File: src/rtl/execute_stage_pkg.sv
// Shared definitions for the MIPS execute stage.
// Holds the ALU control encodings, the R-type funct codes and I-type opcodes,
// the bit positions of the WB/MEM/EX control fields and the internal ALU op set.
package execute_stage_pkg;

  // Bit positions inside the pipelined control fields.
  localparam int unsigned WbRegWrite = 1;
  localparam int unsigned WbMemToReg = 0;
  localparam int unsigned MemBranch  = 2;
  localparam int unsigned MemRead    = 1;
  localparam int unsigned MemWrite   = 0;
  localparam int unsigned ExeRegDst  = 3;
  localparam int unsigned ExeAluOpHi = 2;
  localparam int unsigned ExeAluOpLo = 1;
  localparam int unsigned ExeAluSrc  = 0;
  localparam int unsigned OpcValid   = 6;

  // ALUOp field driven by the main decoder.
  typedef enum logic [1:0] {
    AluCtrlMem    = 2'b00,
    AluCtrlBranch = 2'b01,
    AluCtrlRType  = 2'b10,
    AluCtrlImm    = 2'b11
  } alu_ctrl_e;

  // R-type funct codes.
  localparam logic [5:0] FunctSll  = 6'h00;
  localparam logic [5:0] FunctSrl  = 6'h02;
  localparam logic [5:0] FunctSra  = 6'h03;
  localparam logic [5:0] FunctSllv = 6'h04;
  localparam logic [5:0] FunctSrlv = 6'h06;
  localparam logic [5:0] FunctSrav = 6'h07;
  localparam logic [5:0] FunctAdd  = 6'h20;
  localparam logic [5:0] FunctAddu = 6'h21;
  localparam logic [5:0] FunctSub  = 6'h22;
  localparam logic [5:0] FunctSubu = 6'h23;
  localparam logic [5:0] FunctAnd  = 6'h24;
  localparam logic [5:0] FunctOr   = 6'h25;
  localparam logic [5:0] FunctXor  = 6'h26;
  localparam logic [5:0] FunctNor  = 6'h27;
  localparam logic [5:0] FunctSlt  = 6'h2A;
  localparam logic [5:0] FunctSltu = 6'h2B;

  // I-type opcodes.
  localparam logic [5:0] OpcBeq   = 6'h04;
  localparam logic [5:0] OpcBne   = 6'h05;
  localparam logic [5:0] OpcAddi  = 6'h08;
  localparam logic [5:0] OpcAddiu = 6'h09;
  localparam logic [5:0] OpcSlti  = 6'h0A;
  localparam logic [5:0] OpcSltiu = 6'h0B;
  localparam logic [5:0] OpcAndi  = 6'h0C;
  localparam logic [5:0] OpcOri   = 6'h0D;
  localparam logic [5:0] OpcXori  = 6'h0E;
  localparam logic [5:0] OpcLui   = 6'h0F;

  // Operation set understood by the ALU sub-module.
  typedef enum logic [3:0] {
    AluAdd  = 4'd0,
    AluSub  = 4'd1,
    AluAnd  = 4'd2,
    AluOr   = 4'd3,
    AluXor  = 4'd4,
    AluNor  = 4'd5,
    AluSlt  = 4'd6,
    AluSltu = 4'd7,
    AluSll  = 4'd8,
    AluSrl  = 4'd9,
    AluSra  = 4'd10,
    AluLui  = 4'd11,
    AluZero = 4'd12
  } alu_op_e;

endpackage

File: src/rtl/execute_stage_alu.sv
// Combinational 32-bit ALU for the execute stage.
// Ports: a, b     - operands (shifts operate on b)
//        shamt    - shift amount
//        op       - operation select (alu_op_e)
//        result   - 32-bit result, arithmetic wraps modulo 2^32
//        zero     - result == 0
module execute_stage_alu
  import execute_stage_pkg::*;
(
  input  logic    [31:0] a,
  input  logic    [31:0] b,
  input  logic    [4:0]  shamt,
  input  alu_op_e        op,
  output logic    [31:0] result,
  output logic           zero
);

  always_comb begin
    result = '0;
    unique case (op)
      AluAdd:  result = a + b;
      AluSub:  result = a - b;
      AluAnd:  result = a & b;
      AluOr:   result = a | b;
      AluXor:  result = a ^ b;
      AluNor:  result = ~(a | b);
      AluSlt:  result = {31'b0, $signed(a) < $signed(b)};
      AluSltu: result = {31'b0, a < b};
      AluSll:  result = b << shamt;
      AluSrl:  result = b >> shamt;
      AluSra:  result = 32'($signed(b) >>> shamt);
      AluLui:  result = {b[15:0], 16'h0000};
      default: result = '0;
    endcase
  end

  assign zero = (result == 32'd0);

endmodule

File: src/rtl/execute_stage.sv
// EX stage of the 5-stage MIPS pipeline.
// Selects (optionally forwarded) operands, decodes ALUOp/funct/opcode for the
// ALU, resolves BEQ/BNE combinationally and registers the EX/MEM latch.
// Optional feature macro: FORWARDING_EN (EX/MEM and MEM/WB operand forwarding).
// Ports:
//   clk, rst             - clock, synchronous active-high reset
//   stop_debug           - freezes the EX/MEM latch and suppresses branches
//   inWB/inMEM/inEXE     - control fields from ID/EX
//   inInstructionAddress - PC+4, inRegA/inRegB register operands
//   inInstruction_ls     - sign-extended immediate (funct/shamt in low bits)
//   in_rs/in_rt/inRT_rd  - register indices, inInmmediateOpcode {valid, opcode}
//   MEM_* / WB_*         - forwarding sources
//   outPCSel/outPCJump   - branch decision and target (combinational)
//   outWB/outMEM/outALUResult/outALUZero/outRegB/outRegF_wreg - EX/MEM latch
module execute_stage
  import execute_stage_pkg::*;
(
  input  logic        clk,
  input  logic        rst,
  input  logic        stop_debug,
  input  logic [1:0]  inWB,
  input  logic [2:0]  inMEM,
  input  logic [3:0]  inEXE,
  input  logic [31:0] inInstructionAddress,
  input  logic [31:0] inRegA,
  input  logic [31:0] inRegB,
  input  logic [31:0] inInstruction_ls,
  input  logic [4:0]  in_rs,
  input  logic [4:0]  in_rt,
  input  logic [4:0]  inRT_rd,
  input  logic [6:0]  inInmmediateOpcode,
  input  logic [31:0] MEM_AluResult,
  input  logic [4:0]  MEM_rd,
  input  logic        MEM_regF_wr,
  input  logic [31:0] WB_regF_wd,
  input  logic [4:0]  WB_rd,
  input  logic        WB_regF_wr,
  output logic [1:0]  outWB,
  output logic [2:0]  outMEM,
  output logic        outPCSel,
  output logic [31:0] outPCJump,
  output logic [31:0] outALUResult,
  output logic        outALUZero,
  output logic [31:0] outRegB,
  output logic [4:0]  outRegF_wreg
);

  logic [31:0] fwd_a, fwd_b, op_b;
  logic [31:0] alu_b, alu_result;
  logic [4:0]  alu_shamt;
  logic        alu_zero;
  alu_op_e     alu_op;
  alu_ctrl_e   alu_ctrl;
  logic [5:0]  funct, opcode;
  logic        opc_valid, branch_taken;

  // ---------------------------------------------------------------------------
  // Operand forwarding
  // ---------------------------------------------------------------------------
`ifdef FORWARDING_EN
  // EX/MEM is younger than MEM/WB, so it wins when both match; r0 never forwards.
  always_comb begin
    fwd_a = inRegA;
    if (MEM_regF_wr && (MEM_rd != 5'd0) && (MEM_rd == in_rs)) begin
      fwd_a = MEM_AluResult;
    end else if (WB_regF_wr && (WB_rd != 5'd0) && (WB_rd == in_rs)) begin
      fwd_a = WB_regF_wd;
    end
  end

  always_comb begin
    fwd_b = inRegB;
    if (MEM_regF_wr && (MEM_rd != 5'd0) && (MEM_rd == in_rt)) begin
      fwd_b = MEM_AluResult;
    end else if (WB_regF_wr && (WB_rd != 5'd0) && (WB_rd == in_rt)) begin
      fwd_b = WB_regF_wd;
    end
  end
`else
  // Software guarantees no hazards; forwarding sources are unused.
  assign fwd_a = inRegA;
  assign fwd_b = inRegB;

  logic unused_fwd;
  assign unused_fwd = ^{in_rs, MEM_AluResult, MEM_rd, MEM_regF_wr,
                        WB_regF_wd, WB_rd, WB_regF_wr};
`endif

  assign op_b      = inEXE[ExeAluSrc] ? inInstruction_ls : fwd_b;
  assign alu_ctrl  = alu_ctrl_e'(inEXE[ExeAluOpHi:ExeAluOpLo]);
  assign funct     = inInstruction_ls[5:0];
  assign opcode    = inInmmediateOpcode[5:0];
  assign opc_valid = inInmmediateOpcode[OpcValid];

  // ---------------------------------------------------------------------------
  // ALU control decode
  // ---------------------------------------------------------------------------
  always_comb begin
    alu_op    = AluZero;
    alu_b     = op_b;
    alu_shamt = inInstruction_ls[10:6];
    case (alu_ctrl)
      AluCtrlMem:    alu_op = AluAdd;
      AluCtrlBranch: alu_op = AluSub;
      AluCtrlRType: begin
        case (funct)
          FunctAdd, FunctAddu: alu_op = AluAdd;
          FunctSub, FunctSubu: alu_op = AluSub;
          FunctAnd:            alu_op = AluAnd;
          FunctOr:             alu_op = AluOr;
          FunctXor:            alu_op = AluXor;
          FunctNor:            alu_op = AluNor;
          FunctSlt:            alu_op = AluSlt;
          FunctSltu:           alu_op = AluSltu;
          // Shifts always act on the rt value, never the immediate.
          FunctSll: begin alu_op = AluSll; alu_b = fwd_b; end
          FunctSrl: begin alu_op = AluSrl; alu_b = fwd_b; end
          FunctSra: begin alu_op = AluSra; alu_b = fwd_b; end
          FunctSllv: begin alu_op = AluSll; alu_b = fwd_b; alu_shamt = fwd_a[4:0]; end
          FunctSrlv: begin alu_op = AluSrl; alu_b = fwd_b; alu_shamt = fwd_a[4:0]; end
          FunctSrav: begin alu_op = AluSra; alu_b = fwd_b; alu_shamt = fwd_a[4:0]; end
          default:             alu_op = AluZero;
        endcase
      end
      AluCtrlImm: begin
        alu_b = inInstruction_ls;
        if (opc_valid) begin
          case (opcode)
            OpcAddi, OpcAddiu: alu_op = AluAdd;
            OpcSlti:           alu_op = AluSlt;
            OpcSltiu:          alu_op = AluSltu;
            // Logical immediates are zero-extended, not sign-extended.
            OpcAndi: begin alu_op = AluAnd; alu_b = {16'h0000, inInstruction_ls[15:0]}; end
            OpcOri:  begin alu_op = AluOr;  alu_b = {16'h0000, inInstruction_ls[15:0]}; end
            OpcXori: begin alu_op = AluXor; alu_b = {16'h0000, inInstruction_ls[15:0]}; end
            OpcLui:            alu_op = AluLui;
            default:           alu_op = AluZero;
          endcase
        end
      end
      default: alu_op = AluZero;
    endcase
  end

  execute_stage_alu u_alu (
    .a      (fwd_a),
    .b      (alu_b),
    .shamt  (alu_shamt),
    .op     (alu_op),
    .result (alu_result),
    .zero   (alu_zero)
  );

  // ---------------------------------------------------------------------------
  // Branch resolution (feeds fetch and flushes ID in the same cycle)
  // ---------------------------------------------------------------------------
  always_comb begin
    branch_taken = 1'b0;
    if (opcode == OpcBeq) branch_taken = (fwd_a == fwd_b);
    if (opcode == OpcBne) branch_taken = (fwd_a != fwd_b);
  end

  assign outPCSel  = inMEM[MemBranch] & branch_taken & ~stop_debug & ~rst;
  assign outPCJump = inInstructionAddress + (inInstruction_ls << 2);

  // ---------------------------------------------------------------------------
  // EX/MEM latch
  // ---------------------------------------------------------------------------
  logic [1:0]  wb_q;
  logic [2:0]  mem_q;
  logic [31:0] result_q, regb_q;
  logic        zero_q;
  logic [4:0]  wreg_q;

  always_ff @(posedge clk) begin
    if (rst) begin
      wb_q     <= '0;
      mem_q    <= '0;
      result_q <= '0;
      zero_q   <= 1'b0;
      regb_q   <= '0;
      wreg_q   <= '0;
    end else if (!stop_debug) begin
      wb_q     <= inWB;
      mem_q    <= inMEM;
      result_q <= alu_result;
      zero_q   <= alu_zero;
      regb_q   <= fwd_b;
      wreg_q   <= inEXE[ExeRegDst] ? inRT_rd : in_rt;
    end
  end

  assign outWB        = wb_q;
  assign outMEM       = mem_q;
  assign outALUResult = result_q;
  assign outALUZero   = zero_q;
  assign outRegB      = regb_q;
  assign outRegF_wreg = wreg_q;

endmodule

File: config.mk
export PLATFORM = sky130hd
export DESIGN_NAME = execute_stage
export DESIGN_NICKNAME = d
export VERILOG_FILES = /design/src/rtl/execute_stage_pkg.sv /design/src/rtl/execute_stage_alu.sv /design/src/rtl/execute_stage.sv
export SDC_FILE = /design/constraint.sdc
export NUM_CORES = 1
export LEC_CHECK = 0
export CORE_MARGIN = 1
export CORE_UTILIZATION = 44
export DETAILED_ROUTE_END_ITERATION = 6
export PLACE_DENSITY_LB_ADDON = 0.05
export RECOVER_POWER = 100
export SLEW_MARGIN = 20
export SYNTH_ARGS = -nofsm -noshare
export SYNTH_HDL_FRONTEND = slang
export SYNTH_SLANG_ARGS = --single-unit
File: constraint.sdc
create_clock -name clk -period 6.6 [get_ports clk]
set_input_delay 1.32 -clock clk [delete_from_list [all_inputs] [get_ports clk]]
set_output_delay 1.32 -clock clk [all_outputs]
set_load 0.005 [all_outputs]
==> results of run 1 <==
==> layout by cell type (no fill, tap or decap), types with 30 or more instances in the layout <==
cell type,instances
a211oi_1,42
a21oi_1,162
a221oi_1,30
a22oi_1,34
a31oi_1,31
buf_4,414
clkdlybuf4s50_1,157
dfxtp_1,75
dlygate4sd3_1,86
ha_1,123
inv_1,113
mux2i_1,105
nand2_1,178
nand2b_1,42
nand3_1,94
nor2_1,254
nor3_1,53
o211ai_1,63
o21ai_0,136
o22ai_1,40
xnor2_1,32
xor2_1,46
==> timing repair <==
item / CTS / global route
setup buffers: 8 / 2
pin swaps: 13 / 19
resized for setup: 20 / 44
endpoints found under the setup margin: 5 / 10
==> how the worst max path moves through the flow <==
stage | to | slack [ns] | depth (start not counted)
floorplan | outALUZero$_SDFFE_PP0N_ | 0.40 | 24
global placement | outPCJump[31] | -0.40 | 18
CTS | outPCJump[31] | 0.02 | 18
finish | outPCJump[30] | -0.04 | 20
global route | outPCJump[30] | -0.14 | 20
detailed placement | outPCJump[30] | -0.53 | 20
==> state kept, by name, indices dropped and copies added, names as in the netlist <==
signal and count:
outALUResult 32, outMEM 3, outRegB 32, outWB 2, outALUZero 1, outRegF_wreg 5
==> worst min-delay path, stage by stage (launching register included) <==
cell	delay [ns]
dfxtp_1	0.31
nand2_1	0.06
a21oi_1	0.05
==> final cells by class <==
cell class / instances / area, um^2 / share of cell area [%]
clock inverters: 7 / 57.6 / 0.257
well taps: 461 / 577 / 2.58
clock buffers: 9 / 225 / 1.01
inverters: 114 / 428 / 1.91
flip-flops and latches: 75 / 1500 / 6.71
multi-input cells: 1967 / 13700 / 61.2
repair buffers: 683 / 5890 / 26.4
==> logic make-up after synthesis <==
family / Yosys count
multiplexers: 125
adder cells (fa/ha/maj): 131
AND/OR/NAND/NOR: 797
AO/OA/AOI/OAI: 835
buffers and inverters: 294
flip-flops: 75
XOR/XNOR: 79
==> cell usage after synthesis (8+ instances only) <==
library cell	instances
and2_1	11
o21ai_0	141
nor2_1	254
o21a_1	8
nand3_1	94
o31ai_1	18
and3_1	15
a211o_1	9
clkbuf_1	119
buf_1	12
a211oi_1	44
o211ai_1	63
nand2b_1	42
xnor2_1	33
nor3_1	58
o21ai_1	13
o221ai_1	16
o32ai_1	8
nand2_1	178
nand4_1	26
a21o_1	25
a31oi_1	32
a21oi_1	166
a311oi_1	13
mux2i_1	107
a2111oi_0	11
buf_6	8
nor2b_1	15
o22ai_1	40
ha_1	128
xor2_1	46
a31o_2	8
o2111ai_1	15
mux2_2	14
inv_1	114
a221oi_1	31
dfxtp_1	75
nor4_1	29
a32oi_1	24
o221a_2	8
buf_2	38
o21bai_1	11
or3_1	20
a22oi_1	35
==> report_power, final <==
group          internal (mW)  switching [mW]
Combinational          0.993            1.35
Sequential             0.486          0.0159
Clock                  0.259           0.247
==> per-stage QoR <==
stage	area [um^2]	utilization, %	hold slack (ns)
3_3_place_gp	21800	60.8	0.451
5_1_grt	22400	62.4	0.478
4_1_cts	22200	61.9	0.466
3_5_place_dp	21800	60.8	0.456
2_1_floorplan	16100	-	0.454
6_report	22400	62.4	0.461
==> per-layer routing <==
metal	global-route usage, %	wire [um]
met4	34.3	7810
met5	0	13
met1	59.9	35100
met3	14.1	12600
met2	71.6	38700
==> reports/metrics.csv, run 1 <==
stage,metric,value,unit
yosys,synth_cell_types,107,
status,status,finished with violations,
setup_path,crit_fanout,3,
yosys,yosys.area.top_type_share,9.94,%
yosys,synthMuxAreaShare,8.18,%
clocking,worstSkewPairLatency,0.38,ns
yosys,synthXorXnorAreaFrac,4.29,%
setup_path,r2r_setup_slack,5.85,ns
layout,diodes,0,
clocking,ctsHoldBuffers,0,
min_path,min_path_cells,2,
route,route.vias.total,22800,
power_and_ir_drop,finalPower,3.36,mW
floorplanning,core_area,0.0358,mm^2
sta,hold_viol_final,0,
status,violations,"design-rule violations, max-capacitance violations, max-slew violations, negative setup slack",
place,hpwl,74.4,mm
floorplanning,row_count,69,
place,place_inst,3290,
clocking,cts_tree,yes,
sta,setup_slack,-0.0433,ns
setup_path,reg2reg_to,outRegB[15]$_SDFFE_PP0N_,
yosys,yosys.area_share.simple,24.2,%
clocking,cts.sinks,75,
yosys,ys_ff_latch,75,
yosys,synthArstFlopShare,0,%
clocking,clk_path_buf_depth,2,
layout,area_growth_syn_to_layout,38.8,%
floorplanning,die_x,193,um
grt,grt_pass1_wl,137,mm
flow_run,cap_violations,1,
setup_path,path_cells,"dlygate4sd2_1, ha_4, inv_1, fa_2, nor2b_1, o21ai_1, a21boi_0, o21ai_2, a21oi_1, a41oi_2, a21oi_1, a41o_1, o41ai_2, buf_4, o311a_1, a21oi_2, a21o_1, a21oi_1, xnor2_1, clkdlybuf4s15_1",
route,drc_errors,24,
sta,slew_headroom,-28.8,%
setup_path,startpoint,inInstruction_ls[0],
setup_path,crit_type,in2out,
route,wl_per_cell,28.4,um
yosys,syn-num-nets,2705,
route,dr.pass1.iters,7,
min_path,min-delay-start,outALUResult[19]$_SDFFE_PP0N_,
clocking,h-tree-depth,3,
setup_path,slowest_delay,0.37,ns
yosys,synthCells,2336,
setup_path,crit_family,compound AO/OA/AOI/OAI gates,
place,gp_congestion,1.08,
grt,grt_max_degree,63,
clocking,clk_pin_slew,0.06,ns
yosys,synth.largest_area_cell,ha_1,
grt,antenna_found_initial,2,
setup_path,critPathLaunchType,primary input,
setup_path,r2r_start,outRegB[15]$_SDFFE_PP0N_,
grt,track_usage,48.3,%
sta,tightest_slew,1.93,ns
power_and_ir_drop,peakVddDrop,0.218,mV
place,portBuffers,260,
clocking,numCtsBuffers,9,
yosys,synth_top_family_by_area,compound AO/OA/AOI/OAI gates,
setup_path,arrival,5.32,ns
route,via_per_inst,6.87,
sta,setup_tns,-0.0433,ns
setup_path,crit_path_end_kind,output pin,
floorplanning,dieArea,0.0374,mm^2
yosys,ys.flop_type,dfxtp_1,
min_path,worstHoldPathType,reg2reg,
min_path,min_to,outALUResult[19]$_SDFFE_PP0N_,
sta,rsz0062_at_grt,true,
sta,layout_min_cycle_time,6.64,ns
setup_path,crit_buf_inv,4,
setup_path,worst_path_most_repeated_cell,a21oi_1,
layout,nets,3219,
setup_path,cp.required,5.28,ns
yosys,synth.area.top_cells,"ha_1, dfxtp_1, mux2i_1",
clocking,root_buffer,clkbuf_16,
yosys,synth_compound_area_share,36.1,%
sta,finalSetupViolCount,1,
yosys,yosys_warnings,0,
grt,grt-ovfl-total,0,
place,detailedPlace.worstSlack,-0.533,ns
power_and_ir_drop,power.leakage,9.75,nW
layout,final-instance-count-excl-fill,3316,
route,ant_nets,0,
yosys,postSynthAreaPerCell,6.90,um^2
sta,final_max_slew_viol_count,40,
yosys,synth_edf_count,0,
sta,fmax,0.151,GHz
power_and_ir_drop,p_per_area,150,mW/mm^2
yosys,ys_seq_area_share,9.32,%
layout,drive_above_1_share,19.3,%
setup_path,worst_path_max_delay_cell,fa_2,
floorplanning,fp.dieH,193,um
yosys,synthAdderAreaFrac,10.3,%
floorplanning,ioPinCount,346,
yosys,syn-cell-area,0.0161,mm^2
route,drtIter0Drc,3643,
route,totalWireLength,94.2,mm
sta,skew,0,ns
floorplanning,start_util,45.0,%
grt,grt_pass1_vias,21400,
setup_path,reg2reg_depth,2,
sta,post-route-period-util,101,%
layout,fill_cells,3182,
No activity file was read; power rests on OpenSTA's default activity.
==> run 2, diff against run 1 <==
--- a/config.mk
+++ b/config.mk
@@ -8,6 +8,7 @@
 export CORE_MARGIN = 1
 export CORE_UTILIZATION = 44
 export DETAILED_ROUTE_END_ITERATION = 6
+export GPL_TIMING_DRIVEN = 1
 export PLACE_DENSITY_LB_ADDON = 0.05
 export RECOVER_POWER = 100
 export SLEW_MARGIN = 20
==> results of run 2 <==
Final layout, timing and power as in run 1 (identical DEF).
